==> src/rtl/ctrl_in_streamer.sv <==
// ctrl_in_streamer: EP0 control-IN data-stage engine between the request decoder and the usbcorev data_in/data_strobe port.
// Latency: first packet byte is registered on data_in 2 cycles after the EP0 IN transaction_active rise; the next byte is fetched on each data_strobe rise.
// Backpressure: the host paces the transfer. An un-ACKed IN rewinds to the packet start, and EP0 INs are NAKed while idle.
// Ports: clk48mhz/rst (sync, active-low)/usb_rst; start + desc_offset/desc_len/req_len from the decoder;
//        rom_addr/rom_data to the synchronous descriptor ROM; endpoint..success from the core;
//        data_in/data_in_valid/data_toggle/handshake to the core; busy/done status back to the decoder.
module ctrl_in_streamer #(
  parameter int MAX_PKT = 8,
  parameter int ROM_AW  = 8
) (
  input  logic              clk48mhz,
  input  logic              rst,
  input  logic              usb_rst,
  input  logic              start,
  input  logic [ROM_AW-1:0] desc_offset,
  input  logic [7:0]        desc_len,
  input  logic [15:0]       req_len,
  output logic [ROM_AW-1:0] rom_addr,
  input  logic [7:0]        rom_data,
  input  logic [3:0]        endpoint,
  input  logic              transaction_active,
  input  logic              direction_in,
  input  logic              setup,
  input  logic              data_strobe,
  input  logic              success,
  output logic [7:0]        data_in,
  output logic              data_in_valid,
  output logic              data_toggle,
  output logic [1:0]        handshake,
  output logic              busy,
  output logic              done
);

  typedef enum logic [2:0] {
    S_IDLE,
    S_WAIT_IN,
    S_PRELOAD,
    S_STREAM,
    S_WAIT_END,
    S_STATUS
  } state_t;

  localparam logic [1:0] HS_ACK = 2'b00;
  localparam logic [1:0] HS_NAK = 2'b10;

  state_t            state_q, state_d;
  logic              ta_q, ds_q;
  logic [ROM_AW-1:0] desc_off_q, desc_off_d;
  logic [7:0]        total_q, total_d;
  logic              need_zlp_q, need_zlp_d;
  logic              zlp_pkt_q, zlp_pkt_d;
  logic [7:0]        pkt_base_q, pkt_base_d;
  logic [7:0]        pkt_cnt_q, pkt_cnt_d;
  logic [7:0]        data_in_q, data_in_d;
  logic              valid_q, valid_d;
  logic              toggle_q, toggle_d;
  logic              busy_q, busy_d;
  logic              done_q, done_d;

  logic              tx_start, tx_end, strobe_rise, prefetch;
  logic [7:0]        remaining, plen, req_clamp, start_total;
  logic              start_zlp;

  assign tx_start    = transaction_active & ~ta_q & (endpoint == 4'd0);
  assign tx_end      = ~transaction_active & ta_q;
  assign strobe_rise = data_strobe & ~ds_q;

  assign remaining = total_q - pkt_base_q;
  assign plen      = (remaining > 8'(MAX_PKT)) ? 8'(MAX_PKT) : remaining;

  // wLength above 255 can never limit an 8-bit descriptor length, so clamp it first.
  assign req_clamp   = (req_len[15:8] != 8'd0) ? 8'hFF : req_len[7:0];
  assign start_total = (desc_len < req_clamp) ? desc_len : req_clamp;
  // A short-by-exact-multiple transfer needs a ZLP so the host sees the end of data.
  assign start_zlp   = (start_total != 8'd0) &&
                       ((start_total & 8'(MAX_PKT - 1)) == 8'd0) &&
                       ({8'd0, start_total} < req_len);

  // While streaming, the address runs one byte ahead of data_in so that the
  // ROM read latency is hidden. Strobes arrive many cycles apart at full speed.
  assign prefetch = (state_q == S_STREAM);
  assign rom_addr = (state_q == S_IDLE) ? '0 :
                    desc_off_q + ROM_AW'(pkt_base_q) + ROM_AW'(pkt_cnt_q) + ROM_AW'(prefetch);

  assign data_in       = data_in_q;
  assign data_in_valid = valid_q;
  assign data_toggle   = toggle_q;
  assign handshake     = (state_q == S_IDLE) ? HS_NAK : HS_ACK;
  assign busy          = busy_q;
  assign done          = done_q;

  always_ff @(posedge clk48mhz) begin
    if (!rst || usb_rst) begin
      state_q    <= S_IDLE;
      ta_q       <= 1'b0;
      ds_q       <= 1'b0;
      desc_off_q <= '0;
      total_q    <= 8'd0;
      need_zlp_q <= 1'b0;
      zlp_pkt_q  <= 1'b0;
      pkt_base_q <= 8'd0;
      pkt_cnt_q  <= 8'd0;
      data_in_q  <= 8'd0;
      valid_q    <= 1'b0;
      toggle_q   <= 1'b0;
      busy_q     <= 1'b0;
      done_q     <= 1'b0;
    end else begin
      state_q    <= state_d;
      ta_q       <= transaction_active;
      ds_q       <= data_strobe;
      desc_off_q <= desc_off_d;
      total_q    <= total_d;
      need_zlp_q <= need_zlp_d;
      zlp_pkt_q  <= zlp_pkt_d;
      pkt_base_q <= pkt_base_d;
      pkt_cnt_q  <= pkt_cnt_d;
      data_in_q  <= data_in_d;
      valid_q    <= valid_d;
      toggle_q   <= toggle_d;
      busy_q     <= busy_d;
      done_q     <= done_d;
    end
  end

  always_comb begin
    state_d    = state_q;
    desc_off_d = desc_off_q;
    total_d    = total_q;
    need_zlp_d = need_zlp_q;
    zlp_pkt_d  = zlp_pkt_q;
    pkt_base_d = pkt_base_q;
    pkt_cnt_d  = pkt_cnt_q;
    data_in_d  = data_in_q;
    valid_d    = valid_q;
    toggle_d   = toggle_q;
    busy_d     = busy_q;
    done_d     = 1'b0;

    case (state_q)
      S_IDLE: begin
        valid_d = 1'b0;
        if (start) begin
          desc_off_d = desc_offset;
          total_d    = start_total;
          need_zlp_d = start_zlp;
          zlp_pkt_d  = 1'b0;
          pkt_base_d = 8'd0;
          pkt_cnt_d  = 8'd0;
          toggle_d   = 1'b1;
          busy_d     = 1'b1;
          state_d    = S_WAIT_IN;
        end
      end

      S_WAIT_IN: begin
        pkt_cnt_d = 8'd0;
        if (tx_start && !setup) begin
          if (!direction_in) begin
            state_d = S_STATUS;
          end else if (remaining != 8'd0) begin
            state_d = S_PRELOAD;
          end else if (need_zlp_q || (total_q == 8'd0)) begin
            valid_d   = 1'b0;
            zlp_pkt_d = 1'b1;
            state_d   = S_WAIT_END;
          end
        end
      end

      // rom_addr was already presented in WAIT_IN, so rom_data holds the first byte.
      S_PRELOAD: begin
        if (tx_end) begin
          valid_d = 1'b0;
          state_d = S_WAIT_IN;
        end else begin
          data_in_d = rom_data;
          valid_d   = 1'b1;
          state_d   = S_STREAM;
        end
      end

      S_STREAM: begin
        if (tx_end) begin
          valid_d   = 1'b0;
          pkt_cnt_d = 8'd0;
          state_d   = S_WAIT_IN;
        end else if (strobe_rise) begin
          if ((pkt_cnt_q + 8'd1) < plen) begin
            data_in_d = rom_data;
            pkt_cnt_d = pkt_cnt_q + 8'd1;
          end else begin
            valid_d   = 1'b0;
            pkt_cnt_d = 8'd0;
            state_d   = S_WAIT_END;
          end
        end
      end

      // Only a handshaken packet advances; a timed-out one is resent unchanged.
      S_WAIT_END: begin
        if (success) begin
          pkt_base_d = pkt_base_q + plen;
          toggle_d   = ~toggle_q;
          if (zlp_pkt_q) need_zlp_d = 1'b0;
          zlp_pkt_d  = 1'b0;
          state_d    = S_WAIT_IN;
        end else if (tx_end) begin
          zlp_pkt_d = 1'b0;
          state_d   = S_WAIT_IN;
        end
      end

      S_STATUS: begin
        if (success) begin
          done_d  = 1'b1;
          busy_d  = 1'b0;
          state_d = S_IDLE;
        end else if (tx_end) begin
          state_d = S_WAIT_IN;
        end
      end

      default: state_d = S_IDLE;
    endcase

    // A new SETUP supersedes whatever control transfer was in flight.
    if ((state_q != S_IDLE) && tx_start && setup) begin
      state_d = S_IDLE;
      busy_d  = 1'b0;
      valid_d = 1'b0;
      done_d  = 1'b0;
    end
  end

endmodule

==> config.mk <==
export PLATFORM = sky130hd
export DESIGN_NAME = ctrl_in_streamer
export DESIGN_NICKNAME = d
export VERILOG_FILES = /design/src/rtl/ctrl_in_streamer.sv
export SDC_FILE = /design/constraint.sdc
export NUM_CORES = 1
export LEC_CHECK = 0
export ABC_CLOCK_PERIOD_IN_PS = 5850
export CAP_MARGIN = 20
export CORE_MARGIN = 2
export CORE_UTILIZATION = 35
export DETAILED_ROUTE_END_ITERATION = 8
export MAX_ROUTING_LAYER = met4
export PLACE_DENSITY_LB_ADDON = 0.3
export SLEW_MARGIN = 20
export SYNTH_ARGS = -nofsm -noshare
export SYNTH_HDL_FRONTEND = slang
export SYNTH_SLANG_ARGS = --single-unit
==> constraint.sdc <==
create_clock -name clk48mhz -period 5.85 [get_ports clk48mhz]
set_input_delay 1.17 -clock clk48mhz [delete_from_list [all_inputs] [get_ports clk48mhz]]
set_output_delay 1.17 -clock clk48mhz [all_outputs]
set_load 0.05 [all_outputs]
==> results of run 1 <==
-- kinds of logic after synthesis --
| group | Yosys count |
|---|---|
| xor+xnor | 20 |
| mux | 6 |
| buf+inv | 49 |
| other cells | 2 |
| fa+ha+maj | 51 |
| compound gates | 151 |
| simple gates | 197 |
| flops | 51 |
-- sequential cells by signal, summed over array words and instances (netlist names), 3 cells and up --
name / count
data_in: 8
desc_off_q: 8
pkt_base_q: 8
pkt_cnt_q: 8
total_q: 8
state_q: 3
-- layer usage --
metal | GRT usage, % | wire length, um
met4 | 5.93 | 240
met1 | 24.3 | 5290
met5 | - | 0
met3 | 1.82 | 421
met2 | 30.8 | 5290
-- worst register-to-register path, cell delays in order (launching register included) --
cell	delay (ns)
sky130_fd_sc_hd__dfxtp_1	0.46
sky130_fd_sc_hd__inv_1	0.14
sky130_fd_sc_hd__ha_1	0.36
sky130_fd_sc_hd__o21ai_2	0.15
sky130_fd_sc_hd__a21oi_1	0.08
sky130_fd_sc_hd__or4b_1	0.54
sky130_fd_sc_hd__and4_1	0.27
sky130_fd_sc_hd__and2_1	0.25
sky130_fd_sc_hd__ha_1	0.23
sky130_fd_sc_hd__nand3_1	0.06
sky130_fd_sc_hd__a21boi_0	0.08
sky130_fd_sc_hd__o21ai_0	0.16
sky130_fd_sc_hd__nand2b_1	0.30
sky130_fd_sc_hd__o31ai_1	0.76
sky130_fd_sc_hd__o21ai_0	0.21
sky130_fd_sc_hd__a21oi_1	0.18
-- Yosys cell counts (2+ instances only) --
library cell,count,share of area (%)
sky130_fd_sc_hd__a211oi_1,3,0.54
sky130_fd_sc_hd__a21boi_0,2,0.36
sky130_fd_sc_hd__a21o_1,8,1.4
sky130_fd_sc_hd__a21oi_1,48,5.8
sky130_fd_sc_hd__a21oi_2,2,0.42
sky130_fd_sc_hd__a31o_2,4,0.84
sky130_fd_sc_hd__a31oi_1,5,0.75
sky130_fd_sc_hd__a41oi_1,2,0.42
sky130_fd_sc_hd__and2_1,13,2.0
sky130_fd_sc_hd__and3_1,7,1.1
sky130_fd_sc_hd__clkbuf_1,13,1.2
sky130_fd_sc_hd__conb_1,2,0.18
sky130_fd_sc_hd__dfxtp_1,51,25
sky130_fd_sc_hd__fa_1,10,4.8
sky130_fd_sc_hd__ha_1,40,12
sky130_fd_sc_hd__inv_1,33,3.0
sky130_fd_sc_hd__mux2i_1,6,1.4
sky130_fd_sc_hd__nand2_1,48,4.3
sky130_fd_sc_hd__nand2b_1,6,0.90
sky130_fd_sc_hd__nand3_1,24,2.9
sky130_fd_sc_hd__nand4_1,8,1.2
sky130_fd_sc_hd__nor2_1,53,4.8
sky130_fd_sc_hd__nor2b_1,3,0.45
sky130_fd_sc_hd__nor3_1,14,1.7
sky130_fd_sc_hd__nor3b_1,3,0.54
sky130_fd_sc_hd__nor4_1,6,0.90
sky130_fd_sc_hd__o211ai_1,4,0.72
sky130_fd_sc_hd__o21a_1,4,0.72
sky130_fd_sc_hd__o21ai_0,30,3.6
sky130_fd_sc_hd__o21bai_1,3,0.54
sky130_fd_sc_hd__o311ai_0,7,1.5
sky130_fd_sc_hd__o31ai_1,9,1.6
sky130_fd_sc_hd__or3_1,4,0.60
sky130_fd_sc_hd__or4_1,3,0.54
sky130_fd_sc_hd__xnor2_1,13,2.7
sky130_fd_sc_hd__xor2_1,7,1.5
-- final cells by class --
| class | count | area, um^2 |
|---|---|---|
| fill | 1151 | 6330 |
| tap | 143 | 179 |
| inverter | 34 | 128 |
| multi-input combinational | 433 | 2960 |
| clock inverter | 2 | 12.5 |
| sequential | 51 | 1020 |
| timing repair buffer | 76 | 753 |
| clock buffer | 6 | 129 |
-- final timing paths --
check,end,slack (ns),depth (start not counted)
min reg2reg,need_zlp_q$_SDFFE_PP0P_,0.48,2
min,need_zlp_q$_SDFFE_PP0P_,0.48,2
max,rom_addr[6],0.63,13
max reg2reg,data_in[6]$_SDFFE_PP0P_,1.59,15
-- power groups by stage --
stage | sequential, uW | combinational (uW) | clock, uW
2_1_floorplan | 368 | 111 | 0
3_3_place_gp | 367 | 182 | 0
3_5_place_dp | 367 | 186 | 0
4_1_cts | 359 | 187 | 304
5_1_grt | 360 | 207 | 315
6_report | 359 | 186 | 296
-- per-stage QoR --
| step | hold WS [ns] | setup slack [ns] | cells | power, uW |
|---|---|---|---|---|
| 6_report | 0.479 | 0.626 | 745 | 841 |
| 5_1_grt | 0.507 | 0.373 | 745 | 882 |
| 4_1_cts | 0.480 | 0.650 | 745 | 849 |
| 3_5_place_dp | 0.469 | 0.749 | 737 | 553 |
| 3_3_place_gp | 0.464 | 0.831 | 737 | 549 |
| 2_1_floorplan | 0.439 | 1.48 | 533 | 479 |
-- placed cells by master, fill, tap and decap left out, types with 9 or more instances in the layout --
master / netlist / layout
sky130_fd_sc_hd__ha_1: 40 / 40
sky130_fd_sc_hd__o21ai_0: 30 / 30
sky130_fd_sc_hd__nor3_1: 14 / 14
sky130_fd_sc_hd__a21oi_1: 48 / 48
sky130_fd_sc_hd__nor2_1: 53 / 53
sky130_fd_sc_hd__and2_1: 13 / 13
sky130_fd_sc_hd__nand2_1: 48 / 48
sky130_fd_sc_hd__o31ai_1: 9 / 9
sky130_fd_sc_hd__clkdlybuf4s50_1: 0 / 73
sky130_fd_sc_hd__xnor2_1: 13 / 13
sky130_fd_sc_hd__nand3_1: 24 / 24
sky130_fd_sc_hd__fa_1: 10 / 10
sky130_fd_sc_hd__dfxtp_1: 51 / 51
sky130_fd_sc_hd__inv_1: 33 / 33
==> impl_results.md, run 1 <==
* Tot GR Track Use at roughly a fifth
* Maximum fanout count along the critical path at 9
* Via-to-Cell Ratio at roughly 5.4
* Top Family by Delay on Critical Path: adder cells
* Number of cells upsized or downsized after cts at 0
* Final #Nets at ~700
* Clock share of power at around a third
* Count of mapped cells out of synthesis at 527
* Effective utilization at floorplan at a little over a third
* Post-synthesis compound-gate area fraction at ~25%
* Arrival time reported for the critical path endpoint at 4.05 ns
* Overall die width at 113 um
* Later-pin clock latency in the skew report at 0.30 ns
* Overall die height at ~110 um
* Cts bufs inserted at 5
* Summed instance area of the synthesized netlist at 4150 um^2
* EDFF count, synth at 0
* Wire length per cell after detailed routing at between 15 and 20 um
* Power share of the combinational group at 22.1%
* Transition time at the pin with the least slew margin at 0.761 ns
* Via count of the first global-routing pass at 4,009
* Number of warnings issued by yosys at 0
* Worst min-delay path class: reg -> reg
* Largest net degree at the start of global routing at 29
* Layout cells sized above 1 at ~4.2%
* Reported leakage power at 0.00205 uW
* Cell-by-cell listing of the critical path: inv_1 -> nor3_1 -> fa_1 -> ha_1 -> fa_1 -> a21oi_1 -> o21bai_1 -> a21oi_1 -> nor2_1 -> nor2_1 -> xor2_1 -> nor2_1 -> clkdlybuf4s50_1
* Sum Neg Setup Slack at 0 ns
* Violated checks: DRC
* Core region area at 11,500 um^2
* Setup bufs post-CTS at 0
* DRC violations left at 4
* Number of buffers and inverters on the critical path at 2
* Dominant combinational cell family by area after synthesis: compound AO/OA/AOI/OAI gates
* Most common cell type on the critical path: sky130_fd_sc_hd__nor2_1
* Origin of the critical flop-to-flop path: pkt_base_q[2]$_SDFFE_PP0P_
* Number of antenna violations at the first check in global routing at 0
* Wire length of the first global-routing pass at 19,100 um
* Internal power of the cells at 594 uW
* Worst rel slew slack at 48.9%
* Adder-cell share of the synthesized area at 17.1%
* H-tree depth at 2
* Startpoint Class: flop
* Kind of capture point of the worst setup path: output port
* N_diodes at 0
* Sequential cell fraction of total power at approximately 43%
* Crit path from: state_q[0]$_SDFFE_PP0P_
* Async set or reset register ratio after synthesis at 0%
* Row count at 39
* Top flip-flop cell by instance count after synthesis: sky130_fd_sc_hd__dfxtp_1
* GPL Wtd Cong at between 0.9 and 1
* Slowest cell on the critical path: sky130_fd_sc_hd__clkdlybuf4s50_1
* Final number of setup-violating endpoints at 0
* Clock Tree Buf Depth at 2
* Setup repair after global routing missed its margin: false
* Max-slew violation count at 0
* Status: finished with violations
* Hold wc startpoint: need_zlp_q$_SDFFE_PP0P_
* Final Skew at 0.0108 ns
* Quantity of hold-fixing buffers added after cts at 0
* Count of endpoints failing hold in the final timing report at 0
* Seq cells post-synth at 51
* Cell at the root of the clock tree: sky130_fd_sc_hd__clkbuf_16
* Crit Path Category: reg -> out
* Number of distinct library cell variants in the gate-level netlist after synthesis at 65
* Biggest cell delay along the critical path at approximately 0.81 ns
* Clock period minus worst slack at 5.22 ns
* Post-DRT Antenna Nets at 0
* Switching power summed over all nets at 247 uW
* Switching portion of total power at approximately 29%
* Total of buffers placed on input and output ports at between 70 and 80
* First-pass DRT Iterations at 7
* DIE AREA at 12,700 um^2
* Mean Syn Cell Area at 7.88 um^2
* Dpl hpwl at 8980 um
* Top Ports at 75
* Total wirelength of the detailed-routed design at 11,200 um
* Sequential share of the synthesized area at between 20% and 30%
* Area share of xor/xnor cells in the synthesized design at ~4.2%
* Tcrit/Tclk final at approximately nine tenths
* CP Data Required Time at 4.68 ns
* Post-Place Cell Area at 5040 um^2
* Starting DRT DRC Count at ~300
* Achievable clock frequency at about 190 MHz
* Clock sink count at 51
* CTS tree: built
* Count of vias placed by the detailed router at 4,055
* Growth of design area from synthesis to finish at 25.0%
* Share of synthesized area spent on multiplexers at 1.45%
* Clock Pin Slew Worst Setup and Hold Paths at 0.07 ns
* Post-Route Utilization at 45.0%
* Synth Area in Simple Gates at 23.2%
* Total of max-cap violations at 0
* Pwr per Cell Area at 162 nW/um^2
* Remaining Overflow, GRT at 0
* Total non-filler cell area in the finished layout at slightly above 5000 um^2
* Worst-case vdd ir drop at between 0.1 and 0.15 mV
No activity file was read; power rests on OpenSTA's default activity.
==> run 2, diff against run 1 <==
--- a/config.mk
+++ b/config.mk
@@ -7,7 +7,6 @@
 export LEC_CHECK = 0
 export ABC_CLOCK_PERIOD_IN_PS = 5850
 export CAP_MARGIN = 20
-export CORE_MARGIN = 2
 export CORE_UTILIZATION = 35
 export DETAILED_ROUTE_END_ITERATION = 8
 export MAX_ROUTING_LAYER = met4
==> impl_results.md, run 2 (same netlist as run 1, synthesis figures left out) <==
* Number of cells upsized or downsized after cts at 0
* Via-to-Cell Ratio at 5.47
* Wire length per cell after detailed routing at 14.4 um
* Kind of capture point of the worst setup path: output port
* Achievable clock frequency at 194 MHz
* Crit Path Category: reg -> out
* Later-pin clock latency in the skew report at 0.29 ns
* Setup WS pre-CTS at 0.638 ns
* Largest net degree at the start of global routing at 29
* Setup bufs post-CTS at 0
* Top Family by Delay on Critical Path: buffers and inverters
* Slowest cell on the critical path: sky130_fd_sc_hd__clkdlybuf4s50_1
* Tcrit/Tclk final at 88.3%
* N_diodes at 0
* CP Data Required Time at 4.68 ns
* Quantity of hold-fixing buffers added after cts at 0
* Clock period minus worst slack at 5.16 ns
* Clock Tree Buf Depth at 2
* Setup repair after global routing missed its margin: false
* Final setup margin at 0.687 ns
* Count of endpoints failing hold in the final timing report at 0
* Growth of design area from synthesis to finish at 26.0%
* GPL Wtd Cong at 0.885
* Maximum fanout count along the critical path at 9
* Overall die height at 111 um
* Starting DRT DRC Count at roughly 250
* Cell at the root of the clock tree: sky130_fd_sc_hd__clkbuf_16
* Final #Nets at 705
* Status: complete, no violations
* Worst rel slew slack at between 30% and 40%
* Overall die width at approximately 110 um
* Max-slew violation count at 0
* Post-Place Cell Area at 5050 um^2
* Via count of the first global-routing pass at 3,944
* Number of antenna violations at the first check in global routing at 0
* Arrival time reported for the critical path endpoint at 3.99 ns
* Most common cell after layout, fill and taps aside: sky130_fd_sc_hd__clkdlybuf4s50_1
* Final Skew at 0.00834 ns
* Total of buffers placed on input and output ports at 73
* First-pass DRT Iterations at 7
* CTS tree: built
* Dpl hpwl at just under 9000 um
* Row count at 39
* Startpoint Class: flop
* Commonest cells after routing, fill and taps aside: 73 x sky130_fd_sc_hd__clkdlybuf4s50_1, 53 x sky130_fd_sc_hd__nor2_1, 51 x sky130_fd_sc_hd__dfxtp_1
* H-tree depth at 2
* Tot GR Track Use at 18.4%
* Count of vias placed by the detailed router at a little over 4,000
* Number of buffers and inverters on the critical path at 2
* DIE AREA at 12,300 um^2
* Pwr per Cell Area at 170 nW/um^2
* Total of max-cap violations at 0
* Cts bufs inserted at 5
* Worst min-delay path class: reg -> reg
* Total non-filler cell area in the finished layout at 5230 um^2
* Worst-case vdd ir drop at approximately 0.12 mV
* Reported leakage power at 0.00208 uW
* Effective utilization at floorplan at 36.2%
* Transition time at the pin with the least slew margin at 0.972 ns
* Biggest cell delay along the critical path at 0.81 ns
* Sum Neg Setup Slack at 0 ns
* Most common cell type on the critical path: sky130_fd_sc_hd__a21oi_1
* Clock sink count at 51
* Top Ports at 75
* Final total power at 892 uW
* Wire length of the first global-routing pass at 18,300 um
* Final number of setup-violating endpoints at 0
* Total wirelength of the detailed-routed design at approximately 11,000 um
* Layout cells sized above 1 at about 4.5%
* Remaining Overflow, GRT at 0
* Worst setup slack for register-to-register paths at 1.67 ns
* Core region area at approximately 11,000 um^2
* Post-DRT Antenna Nets at 0
* Cell-by-cell listing of the critical path: inv_1 -> nor3_1 -> fa_1 -> ha_1 -> a21o_1 -> a21oi_1 -> o21bai_1 -> a21oi_1 -> o21bai_1 -> a21oi_1 -> xnor2_1 -> nor2_1 -> clkdlybuf4s50_1
* Clock Pin Slew Worst Setup and Hold Paths at 0.07 ns
* DRC violations left at 0
-- run 2: changes by cell type in the layout (fill, tap and decap cells not counted) --
cell and change:
sky130_fd_sc_hd__clkbuf_8 +1, sky130_fd_sc_hd__clkbuf_1 -1, sky130_fd_sc_hd__buf_4 +1, sky130_fd_sc_hd__bufinv_16 +1, sky130_fd_sc_hd__clkinvlp_4 -1, sky130_fd_sc_hd__clkinv_2 -1, sky130_fd_sc_hd__inv_6 +1
-- run 2: final timing paths --
path | startpoint | end | cells past startpoint
worst max-delay path | state_q[0]$_SDFFE_PP0P_ | rom_addr[7] | 13
worst min register to register | desc_off_q[7]$_SDFFE_PP0P_ | desc_off_q[7]$_SDFFE_PP0P_ | 2
worst min-delay path | desc_off_q[7]$_SDFFE_PP0P_ | desc_off_q[7]$_SDFFE_PP0P_ | 2
worst max register to register | pkt_base_q[2]$_SDFFE_PP0P_ | data_in[6]$_SDFFE_PP0P_ | 15
-- run 2: per-stage QoR --
| stage | hold WS (ns) | std cells | util (%) |
|---|---|---|---|
| after global placement | 0.462 | 738 | 44.1 |
| after CTS | 0.482 | 746 | 45.6 |
| after detailed placement | 0.472 | 738 | 44.1 |
| after floorplan | 0.439 | 533 | - |
| after global routing | 0.510 | 746 | 45.6 |
| final | 0.480 | 746 | 45.6 |
-- run 2: tightest hold or removal path, cell delays in order, from the launching register on --
cell and delay [ns]:
sky130_fd_sc_hd__dfxtp_1 0.32, sky130_fd_sc_hd__nand2_1 0.05, sky130_fd_sc_hd__a21oi_1 0.06
-- run 2: metal layers --
metal | global-route usage, % | part of all wire [%]
met5 | - | 0
met4 | 4.62 | 1.2
met3 | 2.19 | 4.4
met2 | 32.8 | 49
met1 | 22.0 | 46
-- run 2: cell type report --
type | instances | area [um^2]
clock buffer | 6 | 139
clock inverter | 2 | 38.8
fill | 1156 | 6240
inverter | 34 | 128
multi-input combinational | 433 | 2960
sequential | 51 | 1020
tap | 143 | 179
timing repair buffer | 77 | 761
-- run 2: report_power, final --
| group | internal, uW | switching [uW] |
|---|---|---|
| Clock | 215 | 131 |
| Combinational | 83.6 | 103 |
| Sequential | 353 | 5.54 |
